[src/rtl/row_data_assembler_if.sv]
// Host byte-stream handshake into row_data_assembler.
// A byte transfers on a rising clock edge where byte_valid & byte_ready.
interface row_data_assembler_if;
  logic [7:0] byte_in;
  logic       byte_valid;
  logic       byte_ready;

  modport master (output byte_in, output byte_valid, input byte_ready);
  modport slave  (input byte_in, input byte_valid, output byte_ready);
endinterface

[src/rtl/row_data_assembler.sv]
// Receives 50-byte frames (header, 48 data bytes, XOR checksum) and emits one
// 384-bit row write per good frame; bad or stalled frames pulse frame_error.
module row_data_assembler #(
  parameter int unsigned TIMEOUT_CYCLES = 65535
) (
  input  logic                 clk,
  input  logic                 reset_n,
  row_data_assembler_if.slave  bus,
  output logic [383:0]         row_data,
  output logic [3:0]           row_data_row_addr,
  output logic [1:0]           row_data_panel_addr,
  output logic                 row_data_write_enable,
  output logic                 frame_error,
  output logic [15:0]          frame_count
);

  typedef enum logic [1:0] {IDLE, DATA, CHECK, WRITE} state_t;

  // Gap value one idle cycle before the terminal count is reached.
  localparam logic [15:0] GAP_LAST = 16'(TIMEOUT_CYCLES - 1);

  state_t      state, state_next;
  logic        accept;
  logic        in_frame;
  logic        timeout;
  logic        error_next;
  logic [7:0]  running_xor;
  logic [5:0]  byte_idx;
  logic [15:0] gap_cnt;
  logic [15:0] frame_cnt;

  assign accept      = bus.byte_valid & bus.byte_ready;
  assign in_frame    = (state == DATA) || (state == CHECK);
  assign timeout     = in_frame && !accept && (gap_cnt == GAP_LAST);
  assign frame_count = frame_cnt;

  always_comb begin
    state_next            = state;
    error_next            = 1'b0;
    row_data_write_enable = 1'b0;
    bus.byte_ready        = 1'b1;
    case (state)
      IDLE: begin
        if (accept && bus.byte_in[7]) state_next = DATA;
      end
      DATA: begin
        if (accept) begin
          if (byte_idx == 6'd47) state_next = CHECK;
        end else if (timeout) begin
          state_next = IDLE;
          error_next = 1'b1;
        end
      end
      CHECK: begin
        if (accept) begin
          if ((running_xor ^ bus.byte_in) == 8'h00) begin
            state_next = WRITE;
          end else begin
            state_next = IDLE;
            error_next = 1'b1;
          end
        end else if (timeout) begin
          state_next = IDLE;
          error_next = 1'b1;
        end
      end
      WRITE: begin
        row_data_write_enable = 1'b1;
        bus.byte_ready        = 1'b0;
        state_next            = IDLE;
      end
      default: state_next = IDLE;
    endcase
  end

  always_ff @(posedge clk or negedge reset_n) begin
    if (!reset_n) begin
      state       <= IDLE;
      frame_error <= 1'b0;
    end else begin
      state       <= state_next;
      frame_error <= error_next;
    end
  end

  always_ff @(posedge clk or negedge reset_n) begin
    if (!reset_n) begin
      row_data            <= '0;
      row_data_row_addr   <= '0;
      row_data_panel_addr <= '0;
      running_xor         <= '0;
      byte_idx            <= '0;
      gap_cnt             <= '0;
      frame_cnt           <= '0;
    end else begin
      if (accept) begin
        gap_cnt <= '0;
      end else if (in_frame) begin
        gap_cnt <= gap_cnt + 16'd1;
      end

      if (accept && (state == IDLE) && bus.byte_in[7]) begin
        row_data_panel_addr <= bus.byte_in[5:4];
        row_data_row_addr   <= bus.byte_in[3:0];
        running_xor         <= bus.byte_in;
        byte_idx            <= '0;
      end

      if (accept && (state == DATA)) begin
        row_data    <= {row_data[375:0], bus.byte_in};
        running_xor <= running_xor ^ bus.byte_in;
        byte_idx    <= byte_idx + 6'd1;
      end

      if (state == WRITE) begin
        frame_cnt <= frame_cnt + 16'd1;
      end
    end
  end

endmodule

[src/flat_wrapper.sv]
// flat-port wrapper written by rule: the top's interface ports become plain ports
module row_data_assembler_flat 
#(
  parameter int unsigned TIMEOUT_CYCLES = 65535
)
  (clk, reset_n, row_data, row_data_row_addr, row_data_panel_addr, row_data_write_enable, frame_error, frame_count, bus_byte_in, bus_byte_valid, bus_byte_ready);
  row_data_assembler_if bus_i ();
  input  logic clk;
  input  logic reset_n;
  output logic [383:0] row_data;
  output logic [3:0] row_data_row_addr;
  output logic [1:0] row_data_panel_addr;
  output logic row_data_write_enable;
  output logic frame_error;
  output logic [15:0] frame_count;
  input wire logic [$bits(bus_i.byte_in)-1:0] bus_byte_in;
  input wire logic [$bits(bus_i.byte_valid)-1:0] bus_byte_valid;
  output wire logic [$bits(bus_i.byte_ready)-1:0] bus_byte_ready;
  assign bus_i.byte_in = bus_byte_in;
  assign bus_i.byte_valid = bus_byte_valid;
  assign bus_byte_ready = bus_i.byte_ready;
  row_data_assembler #(.TIMEOUT_CYCLES(TIMEOUT_CYCLES)) u_core (.clk(clk), .reset_n(reset_n), .bus(bus_i), .row_data(row_data), .row_data_row_addr(row_data_row_addr), .row_data_panel_addr(row_data_panel_addr), .row_data_write_enable(row_data_write_enable), .frame_error(frame_error), .frame_count(frame_count));
endmodule
[config.mk]
export PLATFORM = sky130hd
export DESIGN_NAME = row_data_assembler_flat
export DESIGN_NICKNAME = d
export VERILOG_FILES = /design/src/rtl/row_data_assembler_if.sv /design/src/rtl/row_data_assembler.sv /design/src/flat_wrapper.sv
export SDC_FILE = /design/constraint.sdc
export NUM_CORES = 1
export LEC_CHECK = 0
export CAP_MARGIN = 20
export CORE_AREA = 2 2 244 246
export DETAILED_ROUTE_END_ITERATION = 6
export DIE_AREA = 0 0 246 248
export PLACE_DENSITY = 0.67
export SKIP_LAST_GASP = 1
export SYNTH_ARGS = -nofsm -noshare
export SYNTH_HDL_FRONTEND = slang
export SYNTH_SLANG_ARGS = --single-unit
[constraint.sdc]
create_clock -name clk -period 1.5 [get_ports clk]
set_input_delay 0.15 -clock clk [delete_from_list [all_inputs] [get_ports clk]]
set_output_delay 0.15 -clock clk [all_outputs]
set_load 0.005 [all_outputs]
==> impl_metrics.yaml, run 1 <==
logic_synthesis:
  synth_compound_area_share_pct: 1.60
  synth-simple-area-share_pct: 28.1
  avgSynthCellArea_um2: 9.20
  yosys_register_bits: 439
  synthesis.nets: 1905
  synthAdderAreaFrac_pct: 0.577
  ys.flop_type: "dfrtp_1"
  syn_area_um2: 17400
  synth_mux_area_share_pct: 0.454
  seq_area_frac_synth_pct: 63.3
  async_flop_share_pct: 100
  synth_edf_count: 0
  synth_warnings: 0
  yosysUniqueCellTypes: 47
  synthXorXnorAreaFrac_pct: 1.82
  synthCells: 1886
  synth_top_family_by_area: "simple AND/OR/NAND/NOR gates"
drt:
  drtAntennaViolNets: 0
  routed_wl_um: 56400
  drt_iter0_drc: 865
  drc: 0
  dr.pass1.iters: 5
  via_count: 14892
  via_per_inst: 4.52
  avgRoutedWirePerCell_um: 17.1
clock_tree:
  cts_tree: "done"
  cts.htree.levels: 2
  clock_latency_ns: 0.58
  path_clk_slew_ns: 0.06
  cts-root-buf: "clkbuf_16"
  clock_path_buffers: 3
  cts_sinks: 439
  cts_buffers: 49
floorplan:
  die_x_um: 246
  rows: 89
  coreArea_um2: 58500
  top_level_ports: 420
  start_util_pct: 29.7
  die_area_um2: 61000
  die_y_um: 248
cells_and_area:
  nNetsFinal: 2503
  regArea_um2: 11000
  finalNonFillerCells: 3293
  nFillCells: 5463
  drive_gt1_share_pct: 15.5
  area_growth_pct: 49.0
  final_cell_mix: "1148 x nand2_1, 414 x dfrtp_1, 314 x clkdlybuf4s50_1"
  diodes: 0
  final_common_cell: "nand2_1"
  fin_util_pct: 44.2
  multiInputGateArea_um2: 5900
setup_path:
  cp.arrival_ns: 2.32
  cp-startpoint: "u_core.state[0]$_DFFE_PN0P_"
  reg2reg_to: "u_core.row_data[202]$_DFFE_PN0P_"
  reg2reg_depth: 7
  cp-endpoint: "u_core.row_data[202]$_DFFE_PN0P_"
  required_ns: 2.01
  start_kind: "register"
  cp_slowest_cell: "dfrtp_2"
  path_max_fanout: 15
  crit_type: "reg2reg"
  worst_setup_path_end_kind: "register"
  slowest_delay_ns: 0.44
  r2r_setup_slack_ns: -0.31
  r2r_start: "u_core.state[0]$_DFFE_PN0P_"
  cp_cell_sequence: "ha_4, buf_6, and3b_4, buf_12, buf_4, nand2_1, nand2_1"
  crit_path_frequent_cell: "nand2_1"
grt:
  grt_pass1_vias: 15016
  grt.overflow.total: 0
  antenna_found_initial: 0
  track_usage_pct: 18.1
  grt_max_degree: 68
  grt_pass1_wl_um: 86000
worst_hold_path:
  hp-class: "in2async"
sta:
  tns_ns: -136.24
  rsz0062_at_grt: "yes"
  finalMaxSlewViolations: 0
  fin_ws_ns: -0.311
  finalHoldViolations: 0
  relSlewSlack_pct: 61.7
  post-route-min-period_ns: 1.81
  fin_crit_sh_pct: 121
  tightest_slew_ns: 0.569
  clock_skew_ns: 0.0132
  fmax_ghz: 0.552
  setup_viol: 739
pwr:
  p_total_mw: 38.5
  p_per_area_nw_per_um2: 1490
  irDropWorstVdd_uv: 1080
  p_leak_nw: 13.8
flow_run:
  cap_violations: 0
place:
  dp_hpwl_um: 39300
  placed_cells: 3110
  gp_congestion: 0.865
  port_buffers: 419
status:
  outcome: "finished, violations left"
  violations: "negative setup slack"
[routing by layer]
| metal | wire (µm) | GRT usage, % | part of all wire [%] |
|---|---|---|---|
| met1 | 23300 | 22.8 | 41 |
| met2 | 27400 | 30.4 | 49 |
| met3 | 4290 | 4.77 | 7.6 |
| met4 | 1480 | 5.38 | 2.6 |
| met5 | 0 | 0 | 0 |
[cell usage after synthesis, types with 2 or more instances]
master / instances / share of area [%]
a21oi_1: 13 / 0.37
a311oi_1: 7 / 0.35
a31oi_1: 2 / 0.072
and3_1: 3 / 0.11
buf_1: 2 / 0.043
buf_2: 33 / 0.95
buf_4: 6 / 0.26
buf_6: 37 / 2.4
clkbuf_1: 15 / 0.32
dfrtp_1: 439 / 63
ha_1: 8 / 0.58
inv_1: 10 / 0.22
mux2_2: 7 / 0.45
nand2_1: 1170 / 25
nand3_1: 13 / 0.37
nand4_1: 12 / 0.43
nor2_1: 30 / 0.65
nor3_1: 4 / 0.12
nor4_1: 4 / 0.14
o21ai_0: 7 / 0.20
o21ai_1: 2 / 0.058
or2b_1: 2 / 0.086
or3_1: 2 / 0.072
xnor2_1: 29 / 1.5
xor2_1: 7 / 0.35
[state kept, by name (all words and copies together), names as in the netlist]
| register | cells |
|---|---|
| u_core.running_xor | 8 |
| u_core.gap_cnt | 16 |
| u_core.state | 2 |
| u_core.row_data | 384 |
| u_core.row_data_row_addr | 4 |
| u_core.frame_count | 16 |
| u_core.frame_error | 1 |
| u_core.byte_idx | 6 |
| u_core.row_data_panel_addr | 2 |
[repair_timing]
action / in CTS / in global routing
gates resized for setup: 178 / 58
hold endpoints to repair: 340 / 0
setup buffers: 83 / 6
setup endpoints to repair: 836 / 747
pin swaps: 4 / 21
hold buffers: 1 / 0
gates cloned: 3 / 4
[kinds of logic after synthesis]
kind of cell | Yosys count
xor gates and xnor gates | 36
and+or+nand+nor | 1252
AOI/OAI and AO/OA | 41
adders and majority gates | 8
buffers and inverters | 103
muxes | 7
DFF | 439
[critical path: cells and delay by family (launching register included)]
kind,cells,cell delay [ns]
simple gates,3,0.55
flops,1,0.44
fa+ha+maj,1,0.19
buf+inv,3,0.54
[layout make-up]
class | count | area share, %
clock buffer | 62 | 5.16
clock inverter | 25 | 1.17
inverter | 10 | 0.174
multi-input combinational | 1344 | 22.8
sequential | 439 | 42.6
tap | 773 | 3.74
timing repair buffer | 640 | 24.4
[how the worst min path moves through the flow]
stage / startpoint / end / slack, ns / depth (start not counted)
finish: reset_n / u_core.row_data[336]$_DFFE_PN0P_ / 0.07 / 2
global route: reset_n / u_core.row_data[331]$_DFFE_PN0P_ / 0.07 / 2
CTS: reset_n / u_core.row_data[336]$_DFFE_PN0P_ / 0.04 / 2
detailed placement: reset_n / u_core.row_data[336]$_DFFE_PN0P_ / 0.08 / 1
global placement: reset_n / u_core.row_data[336]$_DFFE_PN0P_ / 0.08 / 1
floorplan: reset_n / u_core.byte_idx[0]$_DFFE_PN0P_ / -0.15 / 0
[metrics by stage]
step	hold slack [ns]	cell area, µm²	worst slack, ns
floorplan	-0.146	17500	-0.0849
detailed placement	0.0784	23100	-0.306
CTS	0.0365	25500	-0.269
finish	0.0651	25900	-0.311
global route	0.0670	25900	-0.367
global placement	0.0753	23100	-0.244
[power by group]
part           switching (mW)  total, mW  leakage (nW)  internal (mW)
clock network            4.91       12.2         0.798           7.33
registers                1.59       15.1          5.99           13.5
logic                    5.51       11.2          6.99           5.70
total                    12.0       38.5          13.8           26.5
Note: power is estimated with default switching activity, not from simulation.
==> run 2, diff against run 1 <==
- CTS_CLUSTER_DIAMETER: unset -> 200
==> results of run 2 <==
The final DEF is identical to that of run 1; final timing and power are the same.
==> run 3, diff against run 2 <==
- PLACE_DENSITY: 0.67 -> 0.65
- clock period: 1.5 -> 2.16 ns (I/O delays scaled with it)
==> run 3 against run 2 <==
  * The flow now finishes without violations
  * Global-route usage fell by 2.0 points
  * Wire length decreased by 11%
  * Utilization fell by 2.9 points
  * Clock skew up 0.013 ns
  * Critical endpoint is now row_data_write_enable
  * Cell area is 6.5% lower
  * Sequential share of layout area grew 2.8 points
  * Count of clock-buffer cells in the layout increased by 2
  * Highest routed layer is now met5
  * Clock power is 28% lower
  * Worst hold slack improved by 0.070 ns
  * Total power down 34%
  * Sequential power down 31%
==> impl_metrics.yaml, run 3 (synthesis gave the netlist of run 1 again) <==
place:
  pre_cts_ws_ns: 0.249
  dp_hpwl_um: 35000
  gp_congestion: 0.835
  port_buffers: 419
setup_path:
  cp-endpoint: "row_data_write_enable"
  r2r_setup_slack_ns: 0.16
  r2r_start: "u_core.state[1]$_DFFE_PN0P_"
  start_kind: "register"
  crit_type: "reg2out"
  cp_cell_sequence: "ha_2, clkdlybuf4s50_1"
  path_max_fanout: 12
  cp.arrival_ns: 1.90
  worst_setup_path_end_kind: "output pin"
  slowest_delay_ns: 0.57
  cp_slowest_cell: "clkdlybuf4s50_1"
  cp-startpoint: "u_core.state[0]$_DFFE_PN0P_"
  reg2reg_depth: 8
  required_ns: 1.94
  reg2reg_to: "u_core.row_data[209]$_DFFE_PN0P_"
sta:
  fin_crit_sh_pct: 98.1
  fin_ws_ns: 0.0401
  clock_skew_ns: 0.0266
  setup_viol: 0
  finalMaxSlewViolations: 0
  tns_ns: 0
  finalHoldViolations: 0
  post-route-min-period_ns: 2.12
  rsz0062_at_grt: "yes"
  fmax_ghz: 0.472
  tightest_slew_ns: 0.549
  relSlewSlack_pct: 63.1
clock_tree:
  cts_tree: "done"
  cts_buffers: 49
  clock_path_buffers: 3
  cts_sinks: 439
  path_clk_slew_ns: 0.06
  clock_latency_ns: 0.59
  cts.htree.levels: 2
  cts-root-buf: "clkbuf_16"
grt:
  grt_pass1_vias: 13764
  antenna_found_initial: 6
  grt.overflow.total: 0
  grt_max_degree: 100
  track_usage_pct: 16.1
  grt_pass1_wl_um: 78000
drt:
  avgRoutedWirePerCell_um: 16.0
  drc: 0
  dr.pass1.iters: 7
  via_count: 13935
  routed_wl_um: 50100
  drt_iter0_drc: 708
  via_per_inst: 4.46
  drtAntennaViolNets: 0
worst_hold_path:
  hp-class: "in2async"
cells_and_area:
  drive_gt1_share_pct: 6.14
  area_growth_pct: 39.4
  final_common_cell: "nand2_1"
  top_register: "u_core.row_data"
  nNetsFinal: 2326
  final_cell_mix: "1170 x nand2_1, 439 x dfrtp_1, 418 x clkdlybuf4s50_1"
  largest_register_ff_count: 384
floorplan:
  start_util_pct: 29.7
  die_area_um2: 61000
  die_x_um: 246
  die_y_um: 248
  coreArea_um2: 58500
  rows: 89
  top_level_ports: 420
pwr:
  p_total_mw: 25.5
  p_leak_nw: 12.3
  irDropWorstVdd_uv: 757
  p_per_area_nw_per_um2: 1050
flow_run:
  cap_violations: 0
status:
  outcome: "finished, final reports clean"
-- run 3: power breakdown --
part	internal (mW)	switching, mW
Combinational	2.90	3.41
Clock	5.16	3.58
Sequential	9.36	1.09
-- run 3: cell type report --
cell class	instances	area, µm²
Timing Repair Buffer	463	4860
Inverter	10	37.5
Fill cell	5620	34300
Clock inverter	27	340
Clock buffer	64	1340
Sequential cell	439	11000
Antenna cell	3	7.51
Multi-Input combinational cell	1344	5650
Tap cell	773	967
-- run 3: worst min path at each step --
stage | end | slack, ns
finish | u_core.row_data_panel_addr[1]$_DFFE_PN0P_ | 0.14
global route | u_core.row_data[349]$_DFFE_PN0P_ | 0.15
CTS | u_core.row_data[349]$_DFFE_PN0P_ | 0.12
detailed placement | u_core.row_data[367]$_DFFE_PN0P_ | 0.15
global placement | u_core.row_data[359]$_DFFE_PN0P_ | 0.15
floorplan | u_core.byte_idx[0]$_DFFE_PN0P_ | -0.08
-- run 3: stage by stage --
stage	instance area (µm²)	instances	hold WS, ns	utilization [%]
final	24200	3123	0.136	41.4
after global placement	22500	3027	0.151	38.4
after floorplan	17400	1886	-0.0796	-
after detailed placement	22500	3027	0.153	38.4
after global routing	24200	3122	0.150	41.4
after CTS	24200	3120	0.116	41.4
-- run 3: routing by layer --
metal / global-route usage [%] / up-vias / share of wire, %
met2: 25.3 / 392 / 47
met1: 20.6 / 6758 / 42
li1: - / 6663 / -
met4: 6.99 / 6 / 3.8
met5: 0 / - / 0.082
met3: 4.58 / 116 / 7.5
-- run 3: timing repair --
action | in CTS | in global routing
gates cloned | 0 | 0
resized for setup | 1 | 1
endpoints found under the setup margin | 2 | 2
setup buffers | 2 | 0
endpoints found under the hold margin | 319 | 0
hold buffers | 1 | 0
-- run 3: critical path, delay by kind of cell (launching register included) --
kind,cells,cell delay (ns)
adders and majority gates,1,0.38
buffers and inverters,1,0.57
DFF,1,0.37
